===== config.mk =====
export PLATFORM = sky130hd
export DESIGN_NAME = multicycle_ctrl
export DESIGN_NICKNAME = d
export VERILOG_FILES = /design/src/rtl/multicycle_ctrl_pkg.sv /design/src/rtl/mc_decode.sv /design/src/rtl/multicycle_ctrl.sv
export SDC_FILE = /design/constraint.sdc
export NUM_CORES = 1
export LEC_CHECK = 0
export BUFFER_PORTS_ARGS = -buffer_cell sky130_fd_sc_hd__buf_2
export CAP_MARGIN = 20
export CORE_MARGIN = 2
export CORE_UTILIZATION = 44
export CTS_BUF_LIST = sky130_fd_sc_hd__clkbuf_4
export DETAILED_ROUTE_END_ITERATION = 7
export PLACE_DENSITY = 0.88
export SLEW_MARGIN = 15
export SYNTH_ARGS = -nofsm -noshare
export SYNTH_HDL_FRONTEND = slang
export SYNTH_SLANG_ARGS = --single-unit

===== constraint.sdc =====
create_clock -name inclk -period 4.6 [get_ports inclk]
set_input_delay 0.23 -clock inclk [delete_from_list [all_inputs] [get_ports inclk]]
set_output_delay 0.23 -clock inclk [all_outputs]
set_load 0.1 [all_outputs]

===== src/rtl/multicycle_ctrl_pkg.sv =====
// Shared definitions for the multi-cycle control FSM.
// Holds state codes, MIPS opcode/funct values, ALU op codes and decode bundle.
package multicycle_ctrl_pkg;

    // FSM state codes, also exported on the debug state port
    typedef enum logic [2:0] {
        ST_FETCH  = 3'd0,
        ST_DECODE = 3'd1,
        ST_EXEC   = 3'd2,
        ST_MEM    = 3'd3,
        ST_WB     = 3'd4
    } state_t;

    // Primary opcodes
    localparam logic [5:0] OP_RTYPE = 6'h00;
    localparam logic [5:0] OP_J     = 6'h02;
    localparam logic [5:0] OP_BEQ   = 6'h04;
    localparam logic [5:0] OP_BNE   = 6'h05;
    localparam logic [5:0] OP_ADDI  = 6'h08;
    localparam logic [5:0] OP_ADDIU = 6'h09;
    localparam logic [5:0] OP_ANDI  = 6'h0C;
    localparam logic [5:0] OP_ORI   = 6'h0D;
    localparam logic [5:0] OP_LW    = 6'h23;
    localparam logic [5:0] OP_SW    = 6'h2B;

    // R-type funct field values
    localparam logic [5:0] FN_SLL  = 6'h00;
    localparam logic [5:0] FN_SRL  = 6'h02;
    localparam logic [5:0] FN_SRA  = 6'h03;
    localparam logic [5:0] FN_ADD  = 6'h20;
    localparam logic [5:0] FN_ADDU = 6'h21;
    localparam logic [5:0] FN_SUB  = 6'h22;
    localparam logic [5:0] FN_SUBU = 6'h23;
    localparam logic [5:0] FN_AND  = 6'h24;
    localparam logic [5:0] FN_OR   = 6'h25;
    localparam logic [5:0] FN_XOR  = 6'h26;

    // ALU operation codes; 0 is kept as the idle/no-op value
    localparam logic [3:0] ALU_C_NOP = 4'd0;
    localparam logic [3:0] ALU_C_ADD = 4'd1;
    localparam logic [3:0] ALU_C_SUB = 4'd2;
    localparam logic [3:0] ALU_C_AND = 4'd3;
    localparam logic [3:0] ALU_C_OR  = 4'd4;
    localparam logic [3:0] ALU_C_XOR = 4'd5;
    localparam logic [3:0] ALU_C_SLL = 4'd6;
    localparam logic [3:0] ALU_C_SRL = 4'd7;
    localparam logic [3:0] ALU_C_SRA = 4'd8;

    // Instruction classes produced by the decoder
    typedef enum logic [2:0] {
        CL_ILLEGAL = 3'd0,
        CL_ALU_R   = 3'd1,
        CL_SHIFT   = 3'd2,
        CL_ALU_I   = 3'd3,
        CL_LOAD    = 3'd4,
        CL_STORE   = 3'd5,
        CL_BRANCH  = 3'd6,
        CL_JUMP    = 3'd7
    } iclass_t;

    // Decoder output bundle
    typedef struct packed {
        iclass_t    cls;
        logic [3:0] alu_c;
        logic       sign_ext;
        logic       m2;
        logic       m3;
        logic       m4;
        logic       m6;
        logic       bne;
    } dec_t;

    // Classes that finish with a register-file write
    function automatic logic writes_rf(iclass_t c);
        return (c == CL_ALU_R) || (c == CL_SHIFT) ||
               (c == CL_ALU_I) || (c == CL_LOAD);
    endfunction

endpackage


===== src/rtl/mc_decode.sv =====
// Combinational instruction decoder for the multi-cycle controller.
// Ports: inst (instruction register) in; dec (class + datapath selects) out.
module mc_decode
    import multicycle_ctrl_pkg::*;
(
    input  logic [31:0] inst,
    output dec_t        dec
);

    logic [5:0] op;
    logic [5:0] fn;
    logic       unused_bits;

    assign op = inst[31:26];
    assign fn = inst[5:0];
    assign unused_bits = ^inst[25:6];

    always_comb begin
        dec = '0;
        dec.cls = CL_ILLEGAL;
        case (op)
            OP_RTYPE: begin
                dec.m2 = 1'b1;
                dec.m3 = 1'b1;
                dec.cls = CL_ALU_R;
                case (fn)
                    FN_ADD: begin
                        dec.alu_c = ALU_C_ADD;
                        dec.sign_ext = 1'b1;
                    end
                    FN_ADDU: dec.alu_c = ALU_C_ADD;
                    FN_SUB: begin
                        dec.alu_c = ALU_C_SUB;
                        dec.sign_ext = 1'b1;
                    end
                    FN_SUBU: dec.alu_c = ALU_C_SUB;
                    FN_AND:  dec.alu_c = ALU_C_AND;
                    FN_OR:   dec.alu_c = ALU_C_OR;
                    FN_XOR:  dec.alu_c = ALU_C_XOR;
                    FN_SLL, FN_SRL, FN_SRA: begin
                        // Shifts take the A operand from shamt
                        dec.cls = CL_SHIFT;
                        dec.m3 = 1'b0;
                        dec.alu_c = (fn == FN_SLL) ? ALU_C_SLL :
                                    (fn == FN_SRL) ? ALU_C_SRL :
                                                     ALU_C_SRA;
                    end
                    default: dec = '0;
                endcase
            end
            OP_ADDI, OP_ADDIU, OP_ANDI, OP_ORI: begin
                dec.cls = CL_ALU_I;
                dec.m2 = 1'b1;
                dec.m3 = 1'b1;
                dec.m4 = 1'b1;
                dec.m6 = 1'b1;
                dec.sign_ext = (op == OP_ADDI);
                dec.alu_c = (op == OP_ANDI) ? ALU_C_AND :
                            (op == OP_ORI)  ? ALU_C_OR  :
                                              ALU_C_ADD;
            end
            OP_LW: begin
                dec.cls = CL_LOAD;
                dec.alu_c = ALU_C_ADD;
                dec.sign_ext = 1'b1;
                dec.m3 = 1'b1;
                dec.m4 = 1'b1;
                dec.m6 = 1'b1;
            end
            OP_SW: begin
                dec.cls = CL_STORE;
                dec.alu_c = ALU_C_ADD;
                dec.sign_ext = 1'b1;
                dec.m3 = 1'b1;
                dec.m4 = 1'b1;
            end
            OP_BEQ, OP_BNE: begin
                dec.cls = CL_BRANCH;
                dec.alu_c = ALU_C_SUB;
                dec.sign_ext = 1'b1;
                dec.m3 = 1'b1;
                dec.bne = (op == OP_BNE);
            end
            OP_J: dec.cls = CL_JUMP;
            default: dec = '0;
        endcase
    end

endmodule


===== src/rtl/multicycle_ctrl.sv =====
// Multi-cycle control FSM sequencing PC/IM/RF/ALU/DM over several edges.
// Ports: inclk, rst, inst, zero, im_ready, dm_ready in; enables
// (PC_W IR_W IM_R DM_CS DM_R DM_W RF_W), selects (ALU_C SIGN_EXT M1..M6),
// debug state, illegal and bus_err pulses out.
module multicycle_ctrl
    import multicycle_ctrl_pkg::*;
#(
    parameter int unsigned WAIT_TIMEOUT = 0,
    parameter int unsigned TO_W         = 8
) (
    input  logic        inclk,
    input  logic        rst,
    input  logic [31:0] inst,
    input  logic        zero,
    input  logic        im_ready,
    input  logic        dm_ready,
    output logic        PC_W,
    output logic        IR_W,
    output logic        IM_R,
    output logic        DM_CS,
    output logic        DM_R,
    output logic        DM_W,
    output logic        RF_W,
    output logic [3:0]  ALU_C,
    output logic        SIGN_EXT,
    output logic        M1,
    output logic        M5,
    output logic        M2,
    output logic        M3,
    output logic        M4,
    output logic        M6,
    output logic [2:0]  state,
    output logic        illegal,
    output logic        bus_err
);

    state_t          state_q, state_d;
    logic [TO_W-1:0] cnt_q, cnt_d;
    dec_t            dec;
    logic            to_hit;
    logic            sel_en;

    logic pc_w, ir_w, im_r, dm_cs, dm_r, dm_w, rf_w;
    logic m1, m5, ill, berr;

    mc_decode u_dec (
        .inst (inst),
        .dec  (dec)
    );

    // Timeout fires only when the ready has still not arrived this cycle
    assign to_hit = (WAIT_TIMEOUT != 0) &&
                    (cnt_q == TO_W'(WAIT_TIMEOUT));

    always_ff @(posedge inclk) begin
        if (rst) begin
            state_q <= ST_FETCH;
            cnt_q   <= '0;
        end else begin
            state_q <= state_d;
            cnt_q   <= cnt_d;
        end
    end

    always_comb begin
        state_d = state_q;
        cnt_d   = '0;
        pc_w    = 1'b0;
        ir_w    = 1'b0;
        im_r    = 1'b0;
        dm_cs   = 1'b0;
        dm_r    = 1'b0;
        dm_w    = 1'b0;
        rf_w    = 1'b0;
        m1      = 1'b0;
        m5      = 1'b0;
        ill     = 1'b0;
        berr    = 1'b0;
        unique case (state_q)
            ST_FETCH: begin
                im_r = 1'b1;
                if (im_ready) begin
                    ir_w    = 1'b1;
                    pc_w    = 1'b1;
                    state_d = ST_DECODE;
                end else if (to_hit) begin
                    berr    = 1'b1;
                    state_d = ST_FETCH;
                end else begin
                    cnt_d = cnt_q + TO_W'(1);
                end
            end
            ST_DECODE: begin
                if (dec.cls == CL_ILLEGAL) begin
                    ill     = 1'b1;
                    state_d = ST_FETCH;
                end else begin
                    state_d = ST_EXEC;
                end
            end
            ST_EXEC: begin
                state_d = ST_FETCH;
                unique case (dec.cls)
                    CL_ALU_R, CL_SHIFT, CL_ALU_I: state_d = ST_WB;
                    CL_LOAD, CL_STORE:            state_d = ST_MEM;
                    CL_BRANCH: begin
                        m5   = dec.bne ? ~zero : zero;
                        pc_w = m5;
                    end
                    CL_JUMP: begin
                        m1   = 1'b1;
                        pc_w = 1'b1;
                    end
                    default: state_d = ST_FETCH;
                endcase
            end
            ST_MEM: begin
                if (dm_ready) begin
                    dm_cs   = 1'b1;
                    dm_r    = (dec.cls == CL_LOAD);
                    dm_w    = (dec.cls == CL_STORE);
                    state_d = writes_rf(dec.cls) ? ST_WB : ST_FETCH;
                end else if (to_hit) begin
                    berr    = 1'b1;
                    state_d = ST_FETCH;
                end else begin
                    dm_cs = 1'b1;
                    dm_r  = (dec.cls == CL_LOAD);
                    dm_w  = (dec.cls == CL_STORE);
                    cnt_d = cnt_q + TO_W'(1);
                end
            end
            ST_WB: begin
                rf_w    = 1'b1;
                state_d = ST_FETCH;
            end
            default: state_d = ST_FETCH;
        endcase
    end

    // Reset cycle suppresses every write so an aborted instruction
    // leaves no partial architectural update behind
    assign PC_W    = pc_w & ~rst;
    assign IR_W    = ir_w & ~rst;
    assign RF_W    = rf_w & ~rst;
    assign DM_CS   = dm_cs & ~rst;
    assign DM_R    = dm_r & ~rst;
    assign DM_W    = dm_w & ~rst;
    assign illegal = ill & ~rst;
    assign bus_err = berr & ~rst;
    assign IM_R    = im_r;
    assign M1      = m1;
    assign M5      = m5;

    assign sel_en   = (state_q != ST_FETCH);
    assign ALU_C    = sel_en ? dec.alu_c : ALU_C_NOP;
    assign SIGN_EXT = sel_en & dec.sign_ext;
    assign M2       = sel_en & dec.m2;
    assign M3       = sel_en & dec.m3;
    assign M4       = sel_en & dec.m4;
    assign M6       = sel_en & dec.m6;
    assign state    = state_q;

endmodule


==> flow_summary.ini <==
[timing]
hold_viol_final = 0
fin_crit_ns = 2.674
fin_crit_sh_pct = 58.12
tightest_slew_ns = 0.5417
final_max_slew_viol_count = 0
rsz0062_at_grt = no
tns_ns = 0
fin_ws_ns = 1.926
fmax_mhz = 374.0
finalSetupViolations = 0
fin_skew_ns = 0.0002373
maxSlewHeadroom_pct = 63.69

[global_route]
grt_pass1_wl_microns = 3284
grt_usage_pct = 20.40
antenna_found_initial = 0
grt_start_max_net_pins = 17
globalRouteOverflowTotal = 0
grt_pass1_vias = 800

[worst_hold_path]
min_path_cells = 3
hold_start = im_ready
hold_path_class = input port to flop
min_to = state[0]$_SDFFE_PP0P_

[finish]
layout_common_cells = buf_2 (38), nor2_1 (15), a21oi_1 (13), nand2_1 (8), nand2b_1 (8)
drive_gt1_share_pct = 33.99
stdcell_area_sq_um = 964.7
area_growth_pct = 24.76
finalNetCount = 191
largest_reg_flops = 3
antenna_cells = 0
layout_commonest_cell = buf_2

[synthesis]
syn_area_sq_um = 773.2
yosys_warnings = 0
synth_cell_type_count = 45
async_reset_ff_share_pct = 0
yosysTopAreaCell = a21oi_1
syn-num-nets = 159
synth_enable_flop_cells = 0
ys_seq_elements = 3
yosys_most_used_dff = dfxtp_1
ys_seq_area_share_pct = 7.767
yosysTopAreaCellShare_pct = 8.414
avgSynthCellArea_sq_um = 6.338
synth.area.top_cells = a21oi_1 (8.4%), dfxtp_1 (7.8%), nor2_1 (7.3%)
syn_inst = 122

[cts]
clock_path_buffers = 2
insertion_delay_ns = 0.23
cts_tree = built
postCtsHoldBufs = 0
postCtsResizedCells = 0
h-tree-depth = 1
clkSinkCount = 3
numCtsBuffers = 3
path_clk_slew_ns = 0.04
post-cts-setup-buffers = 0
root_buffer = clkbuf_4

[place]
dp_hpwl_microns = 1705
dpl_worst_slack_ns = 1.929
dpl_cell_area_sq_um = 934.6
io_buffers = 38
gp_congestion = 0.9050

[worst_setup_path]
r2r_start = state[0]$_SDFFE_PP0P_
cpPeakStageDelay_ns = 0.51
rrSetupSlack_ns = 3.53
crit_fanout = 16
ff2ff_path_depth = 3
crit_chain = buf_2 > or3_4 > nor4_4 > a22oi_2 > or4b_4 > nor3_2 > buf_2
worstSetupPathType = input port to primary output
path_buf_inv = 2
r2r-end = state[1]$_SDFFE_PP0P_
worst_path_max_delay_cell = or4b_4
endpoint_kind = primary output
cp_top_family = simple AND/OR/NAND/NOR gates
cpMostUsedCell = buf_2
arrival_ns = 2.44
cp.required_ns = 4.37
start_kind = input port
crit_cells = 7

[floorplanning]
core_area_sq_um = 1689
die_w_microns = 45.92
initial_utilization_pct = 45.78
row_count = 15
die_area_sq_um = 2109
ios = 60
die_h_microns = 45.92

[route]
ant_nets = 0
num_vias = 1021
drc_errors = 0
drt-total-wl_microns = 2177
drt-initial-drc-count = 39
wl_per_cell_microns = 12.81
first_pass_iters = 4
vias_per_cell = 6.006

[run_status]
outcome = completed

[pwr]
p_leak_nw = 0.4229
power_mw = 0.1592
ir_worst_vdd_mv = 0.1133
power.density_nw_per_um2 = 165.1

[run]
max_cap_viol_count = 0
stage by stage:
stage / utilization [%] / cells / hold slack [ns]
6_report: 57.11 / 170 / 0.2786
2_1_floorplan: - / 122 / 0.3773
3_3_place_gp: 55.33 / 166 / 0.5036
5_1_grt: 57.11 / 170 / 0.2915
3_5_place_dp: 55.33 / 166 / 0.5159
4_1_cts: 57.11 / 170 / 0.2748
how the worst max path moves through the flow:
stage	startpoint	end	slack, ns
3_5_place_dp	inst[29]	M5	1.93
4_1_cts	inst[29]	M5	1.93
6_report	inst[29]	M5	1.93
5_1_grt	inst[29]	M5	1.85
2_1_floorplan	state[0]$_SDFFE_PP0P_	illegal	0.12
3_3_place_gp	inst[29]	M5	1.98
worst register-to-register path: stages (launching register included):
cell and delay (ns):
dfxtp_1 0.52, nand2b_1 0.13, a21o_1 0.17, a21boi_0 0.17
layout make-up:
| cell class | count | area (sq um) |
|---|---|---|
| Fill cell | 177 | 724.4 |
| Multi-Input combinational cell | 106 | 655.6 |
| Timing Repair Buffer | 38 | 190.2 |
| Sequential cell | 3 | 60.06 |
| Clock buffer | 4 | 30.03 |
| Tap cell | 17 | 21.27 |
| Inverter | 2 | 7.507 |
routing by layer:
metal	part of all wire, %	up-vias	GRT usage [%]
met5	0	-	0
met4	0	0	1.714
met3	8.5	0	3.571
met2	47	51	38.61
met1	45	457	24.30
li1	-	513	-
cells by family after synthesis:
group | count (synthesis) | synth area share [%]
AO/OA/AOI/OAI | 33 | 27.83
flip-flops | 3 | 7.767
AND/OR/NAND/NOR | 70 | 53.40
buffers and inverters | 13 | 8.092
other | 1 | 0.4850
XOR/XNOR | 1 | 1.133
multiplexers | 1 | 1.295
power by group:
| part | internal, mW | total (mW) | switching (mW) | leakage, nW |
|---|---|---|---|---|
| combinational | 0.0211 | 0.0800 | 0.0589 | 0.380 |
| sequential | 0.0269 | 0.0288 | 0.00191 | 0.0244 |
| clock | 0.0383 | 0.0504 | 0.0121 | 0.0184 |
| total | 0.0863 | 0.159 | 0.0730 | 0.423 |
Yosys cell counts, drive strengths merged (2+ instances only):
cell and count:
nor4 6, nand3 5, or3 4, dfxtp 3, a21boi 3, inv 2, and2 2, and3 2
nand2 8, o22ai 2, a211oi 2, nand2b 8, or4b 2, a21oi 13, nor3 7, nor2b 2
clkbuf 7, a21o 3, nor2 15, or2 3, buf 4, o21ai 3
No activity file was read; power rests on OpenSTA's default activity.
